### src/rtl/unidade_funcional_pkg.sv
// Shared opcode constants, instruction field positions and default latencies
// for the functional unit and the reservation station that feeds it.
package unidade_funcional_pkg;

  localparam logic [3:0] OP_ADD = 4'b0000;
  localparam logic [3:0] OP_SUB = 4'b0001;

  localparam int OPC_LSB = 0;
  localparam int OPC_MSB = 3;
  localparam int RX_LSB  = 4;
  localparam int RX_MSB  = 6;
  localparam int RY_LSB  = 7;
  localparam int RY_MSB  = 9;
  localparam int RZ_LSB  = 10;
  localparam int RZ_MSB  = 12;

  localparam int DEF_ARITH_LAT = 2;
  localparam int DEF_MEM_LAT   = 3;

  typedef enum logic [1:0] {
    KIND_ADD,
    KIND_SUB,
    KIND_MEM
  } op_kind_t;

  // Every opcode other than add/sub is treated as a load/store.
  function automatic op_kind_t decode_op(input logic [3:0] opc);
    case (opc)
      OP_ADD:  decode_op = KIND_ADD;
      OP_SUB:  decode_op = KIND_SUB;
      default: decode_op = KIND_MEM;
    endcase
  endfunction

endpackage

### src/rtl/unidade_funcional.sv
// Pipelined-latency functional unit: accepts one instruction at a time and
// reports its result after a fixed add/sub or load/store latency.
module unidade_funcional
  import unidade_funcional_pkg::*;
#(
  parameter int WIDTH     = 16,
  parameter int ARITH_LAT = DEF_ARITH_LAT,
  parameter int MEM_LAT   = DEF_MEM_LAT
) (
  input  logic             Clock,
  input  logic             Reset,
  input  logic [WIDTH-1:0] instOut,
  input  logic             instOutEnable,
  input  logic [2:0]       instructionCodeIn,
  input  logic [WIDTH-1:0] reg1,
  input  logic [WIDTH-1:0] reg2,
  output logic [2:0]       instructionCodeOut,
  output logic             done,
  output logic [WIDTH-1:0] doneInst,
  output logic [WIDTH-1:0] dout,
  output logic             disponivelUF
);

  localparam int CW = 8;

  logic [WIDTH-1:0] inst_q;
  logic [2:0]       tag_q;
  logic [WIDTH-1:0] r1_q;
  logic [WIDTH-1:0] r2_q;
  logic [CW-1:0]    cnt;
  logic             busy;
  logic [CW-1:0]    issue_lat;
  logic [WIDTH-1:0] result;

  assign disponivelUF = ~busy;

  always_comb begin
    issue_lat = CW'(MEM_LAT);
    if (decode_op(instOut[OPC_MSB:OPC_LSB]) != KIND_MEM)
      issue_lat = CW'(ARITH_LAT);
  end

  always_comb begin
    result = r2_q;
    case (decode_op(inst_q[OPC_MSB:OPC_LSB]))
      KIND_ADD: result = r2_q + r1_q;
      KIND_SUB: result = r2_q - r1_q;
      default:  result = r2_q;
    endcase
  end

  // The counter is loaded with the full latency on acceptance; the edge that
  // sees it at 1 publishes the result and frees the unit in the same cycle,
  // which is what lets a new issue land on the edge that ends the done pulse.
  always_ff @(posedge Clock or negedge Reset) begin
    if (!Reset) begin
      inst_q             <= '0;
      tag_q              <= '0;
      r1_q               <= '0;
      r2_q               <= '0;
      cnt                <= '0;
      busy               <= 1'b0;
      done               <= 1'b0;
      dout               <= '0;
      doneInst           <= '0;
      instructionCodeOut <= '0;
    end else begin
      done <= 1'b0;
      if (busy) begin
        cnt <= cnt - 1'b1;
        if (cnt == CW'(1)) begin
          busy               <= 1'b0;
          done               <= 1'b1;
          dout               <= result;
          doneInst           <= inst_q;
          instructionCodeOut <= tag_q;
        end
      end else if (instOutEnable) begin
        inst_q <= instOut;
        tag_q  <= instructionCodeIn;
        r1_q   <= reg1;
        r2_q   <= reg2;
        cnt    <= issue_lat;
        busy   <= 1'b1;
      end
    end
  end

endmodule

### config.mk
export PLATFORM = sky130hd
export DESIGN_NAME = unidade_funcional
export DESIGN_NICKNAME = d
export VERILOG_FILES = /design/src/rtl/unidade_funcional_pkg.sv /design/src/rtl/unidade_funcional.sv
export SDC_FILE = /design/constraint.sdc
export NUM_CORES = 1
export LEC_CHECK = 0
export BUFFER_PORTS_ARGS = -buffer_cell sky130_fd_sc_hd__buf_2
export CORE_MARGIN = 3
export CORE_UTILIZATION = 50
export CTS_CLUSTER_SIZE = 14
export DETAILED_ROUTE_END_ITERATION = 7
export PLACE_DENSITY = 0.85
export SLEW_MARGIN = 20
export SYNTH_ARGS = -nofsm -noshare
export SYNTH_HDL_FRONTEND = slang
export SYNTH_SLANG_ARGS = --single-unit
### constraint.sdc
create_clock -name Clock -period 3.07 [get_ports Clock]
set_clock_uncertainty 0.2 [all_clocks]
set_input_delay 0 -clock Clock [delete_from_list [all_inputs] [get_ports Clock]]
set_output_delay 0 -clock Clock [all_outputs]
set_load 0.05 [all_outputs]
======== Word-level counts from Yosys, hierarchy flattened ========
Cells that the tools add are included.
word-level totals
  input port bits ......................... 54
  logic and storage cells ................. 36
  bits in registers ....................... 96
  output and inout port bits .............. 37
cells by class
  $add $sub $neg .......................... 3
  mux-type cells .......................... 11
  bitwise operators ....................... 1
  reductions and logical operators ........ 6
  equality and inequality tests ........... 5
operators with widths
  cell                                                                   count
  16-bit one-hot mux with 2 select lines                                 1
  16-bit adder                                                           1
  8-bit 2-to-1 mux                                                       2
  16-bit subtractor                                                      1
  4-bit by 1-bit equality test with 1-bit output, second input constant  2
  8-bit by 1-bit equality test with 1-bit output, second input constant  1
  4-bit zero test                                                        2
  2-bit one-hot mux with 2 select lines                                  2
  8-bit by 1-bit subtractor with 8-bit output, second input constant     1
  1-bit 2-to-1 mux                                                       6
  2-bit AND reduction                                                    2
  2-bit by 1-bit equality test with 1-bit output, second input constant  1
  2-bit zero test                                                        1
  2-bit inequality test, second input constant                           1
  2-bit nonzero test                                                     1
  1-bit NOT                                                              1

======== Longest topological paths before layout ========
  depth in word-level cells ............... 6
  mapped depth ............................ 14
  gate-level depth less buffers ........... 14

======== Least setup slack after synthesis ========
Ideal clock, no wire load.
  kind .................................... register to register
  from .................................... register inst_q[1]
  to ...................................... register dout[13]
  data required time ...................... 2742 ps
  slack ................................... -200 ps
  buffers on the path ..................... 1
  setup time .............................. 128 ps
  cell stages (with the launch flop) ...... 14
  data arrival time ....................... 2942 ps
  clock period less this slack ............ 3270 ps
  path through ............................ dfrtp_1 -> nor3_2 -> and2_2 -> clkbuf_1 -> nor2_1 -> xnor2_1 -> ha_1 -> a21oi_1 -> a211oi_2 -> nor2_2 -> o22ai_1 -> a221oi_1 -> mux2i_1 -> nand3_1
between the ends
  longest elaborated chain between the ends .. 4
  elaborated cells on any way between the ends .. 6
  classes of those cells .................. eq/ne: 2; mux: 2; reduce/logical: 2
RTL lines
  what                                                                               RTL line                     text
  from (decl)                                                                        unidade_funcional.sv:26      logic [WIDTH-1:0] inst_q;
  from (signal assigned)                                                             unidade_funcional.sv:79      inst_q <= instOut;
  4-bit by 1-bit equality test with 1-bit output or 4-bit zero test (tied branches)  unidade_funcional_pkg.sv:28  case (opc)
  2-bit one-hot mux with 2 select lines (*)                                          unidade_funcional_pkg.sv:28
  2-bit by 1-bit equality test with 1-bit output or 2-bit zero test (tied branches)  unidade_funcional.sv:45      case (decode_op(inst_q[OPC_MSB:OPC_LSB]))
  16-bit one-hot mux with 2 select lines (*)                                         unidade_funcional.sv:45
  to (signal assigned)                                                               unidade_funcional.sv:74      dout <= result;
  to (decl)                                                                          unidade_funcional.sv:20      output logic [WIDTH-1:0] dout,
Mark *: on every way between the ends. The rest lies on a longest branch, timed or not.
A chain may end at the register's enable or synchronous reset.

======== Worst setup path after layout ========
  from .................................... register r1_q[3]
  to ...................................... register dout[14]
between the ends
  longest elaborated chain between the ends .. 2
  elaborated cells on any way between the ends .. 3
  classes of those cells .................. add/sub: 2; mux: 1
RTL lines
  what                                               RTL line                                          text
  from (decl)                                        unidade_funcional.sv:28                           logic [WIDTH-1:0] r1_q;
  from (signal assigned)                             unidade_funcional.sv:81                           r1_q <= reg1;
  16-bit subtractor or 16-bit adder (tied branches)  unidade_funcional.sv:47, unidade_funcional.sv:46
  16-bit one-hot mux with 2 select lines (*)         unidade_funcional.sv:45
Marked as above.

==> reports/qor.yml <==
htree_levels: 3
gp_routability_congestion: 0.9649
crit_path_frequent_cell: "xor2_1"
layout.cells.non_filler: 880
start_util_pct: 51.90
viasPerCell: 5.745
postRouteAntennaNets: 0
slowest_delay_ps: 410
cpMaxStageDelayCell: "dfrtp_1"
power_density_nw_per_um2: 1275
cts_tree: "done"
drv_slew: 0
end_kind: "flop"
grt_pass1_wl_um: 22410
rrSetupSlack_ps: -270
yosysSeqAreaShare_pct: 49.86
power.leakage_nw: 3.440
utilization_pct: 72.05
yosys.area.top_type: "dfrtp_1"
yosys-top-cells-area: "dfrtp_1 50%, nand2_1 18%, ha_1 4.7%, xnor2_1 3.5%, a21oi_1 3.3%"
ys.flop_type: "dfrtp_1"
nNetsFinal: 819
hold_path_class: "in2async"
dp.cells: 783
drt_iter0_markers: 529
maxCapViolCount: 0
cts_buffer_depth: 2
setup-violations-final: 7
outcome: "complete, but fails checks"
yosys_warnings: 0
syn_inst: 564
synth_area_sq_um: 4818
die_area_sq_um: 10850
synth_enable_flop_cells: 0
io_pins: 91
clock_sinks: 96
async_flop_share_pct: 100.0
critical_path.startpoint: "r1_q[3]"
syn_to_final_growth_pct: 38.82
layout_common_cells: "229 x nand2_1, 95 x dfrtp_1, 89 x buf_2, 60 x dlygate4sd3_1, 42 x buf_4"
die_h_um: 104.2
firstDrtPassIters: 8
critPathRequiredTime_ps: 3130
grt_max_degree: 73
syn_nets: 637
path_cells: "nor3_2 -> nand3b_1 -> o31ai_2 -> xor2_1 -> ha_1 -> buf_6 -> nand2_4 -> nor2_4 -> a211oi_4 -> o31ai_4 -> a311oi_2 -> xor2_1 -> o21ai_1"
crit_type: "reg2reg"
row_count: 35
hpwl_um: 8467
worstMarginPinSlew_ps: 938.4
fin_total_pwr_mw: 8.529
clockRootBuffer: "clkbuf_8"
core_area_sq_um: 9284
min_period_over_period_pct: 108.7
drive_above_1_share_pct: 26.10
min_period_ps: 3338
wire_per_inst_um: 18.06
layout_commonest_cell: "nand2_1"
antenna_found_initial: 0
relSlewSlack_pct: 37.44
reg2reg_from: "r1_q[3]"
setup_ws_ps: -267.9
antenna_cells: 0
netlist.area_leader.share_pct: 49.86
startpoint_type: "flop"
max_clock_freq_mhz: 299.6
finalHoldViolations: 0
clk_pin_slew_ps: 100
violations: "design-rule violations, negative setup slack"
max-vdd-ir-drop_mv: 0.5282
clock_latency_ps: 390
first_global_vias: 4801
place_ws_ps: -131.4
drc: 4
cp_data_arrival_time_ps: 3400
io_buffer_count: 90
synth.distinct_cells: 49
via_count: 5056
critPathMaxFanout: 3
grt_usage_pct: 24.97
ys_seq_elements: 96
rsz0062_at_grt: "yes"
wl_um: 15890
fp.dieW_um: 104.2
cts_buffers: 9
grt_overflow_total: 0
hold_slack_ps: 87.99
syn_area_per_cell_sq_um: 8.543
critical path, delay by kind of cell (launching register included):
kind                     cells  cell delay (ps)
flip-flops                   1              410
XOR/XNOR                     2              410
adder cells (fa/ha/maj)      1              310
AND/OR/NAND/NOR              4              550
buffers and inverters        1              160
AO/OA/AOI/OAI                5             1190
state kept, by name (all words and copies together), names as in the netlist:
register and count:
busy 1, done 1, inst_q 16, doneInst 16, r1_q 16, dout 16, instructionCodeOut 3, tag_q 3
r2_q 16, cnt 8
synthesized netlist by cell type, types with 2 or more instances:
master and number:
nand2_1 232, dfrtp_1 96, a21oi_1 32, nor2_1 23
xnor2_1 19, ha_1 18, o21ai_0 14, clkbuf_1 13
nand3_1 13, inv_1 12, nor3_1 11, o21ai_1 11
xor2_1 6, a31oi_1 5, and3_1 5, a21o_1 4
buf_1 3, buf_2 3, mux2i_1 3, nor2b_1 3
a221oi_1 2, and2_2 2, clkbuf_8 2, nand3b_1 2
nor3_2 2, o211ai_1 2, o22ai_1 2, o31ai_1 2
or4_1 2
where the power goes:
| group | switching, mW | leakage [nW] | internal, mW | total (mW) |
|---|---|---|---|---|
| combinational | 3.23 | 2.10 | 2.14 | 5.37 |
| sequential | 0.477 | 1.23 | 1.76 | 2.24 |
| clock | 0.516 | 0.112 | 0.403 | 0.920 |
path summary, 6_finish.rpt:
| kind | to | depth (start not counted) |
|---|---|---|
| setup / recovery | dout[14] | 13 |
| setup reg to reg | dout[14] | 13 |
| hold reg to reg | doneInst[15] | 2 |
| max in group asynchronous | dout[12] | 3 |
| hold / removal | r2_q[9] | 2 |
| min in group Clock | inst_q[6] | 4 |
final cells by class:
| type | count | area (sq um) |
|---|---|---|
| Inverter | 13 | 50.05 |
| Clock buffer | 9 | 123.9 |
| Timing Repair Buffer | 194 | 1395 |
| Tap cell | 129 | 161.4 |
| Fill cell | 581 | 2595 |
| Sequential cell | 96 | 2404 |
| Multi-Input combinational cell | 432 | 2457 |
| Clock inverter | 7 | 97.59 |
metrics by stage:
stage	TNS, ps	instance area, sq um
CTS	-186.9	6349
detailed placement	-327.1	5502
floorplan	0	4830
finish	-1396	6689
global route	-2926	6689
global placement	0	5502
cells by family (layout without fill, tap and decap cells):
group	after synthesis	after routing	share of synthesized area, %
xor+xnor	25	25	4.544
mux	3	3	0.6232
compound gates	81	81	9.816
buf+inv	36	223	3.557
flops	96	96	49.86
simple gates	304	304	26.51
fa+ha+maj	19	19	5.090
repair_timing:
action,4_1_cts,5_1_grt
setup buffers,0,21
gates resized for setup,7,41
endpoints found under the setup margin,6,8
pin swaps,1,39
hold endpoints to repair,127,0
hold buffers,60,0
per-layer routing:
| layer | wire length, um | track usage (%) | share of wire, % | vias up |
|---|---|---|---|---|
| li1 | - | - | - | 2215 |
| met1 | 5959 | 31.66 | 37 | 2330 |
| met2 | 7509 | 42.20 | 47 | 381 |
| met3 | 1439 | 3.352 | 9.1 | 130 |
| met4 | 984 | 12.25 | 6.2 | 0 |
| met5 | 0 | 0 | 0 | - |
No activity file was read; power rests on OpenSTA's default activity.
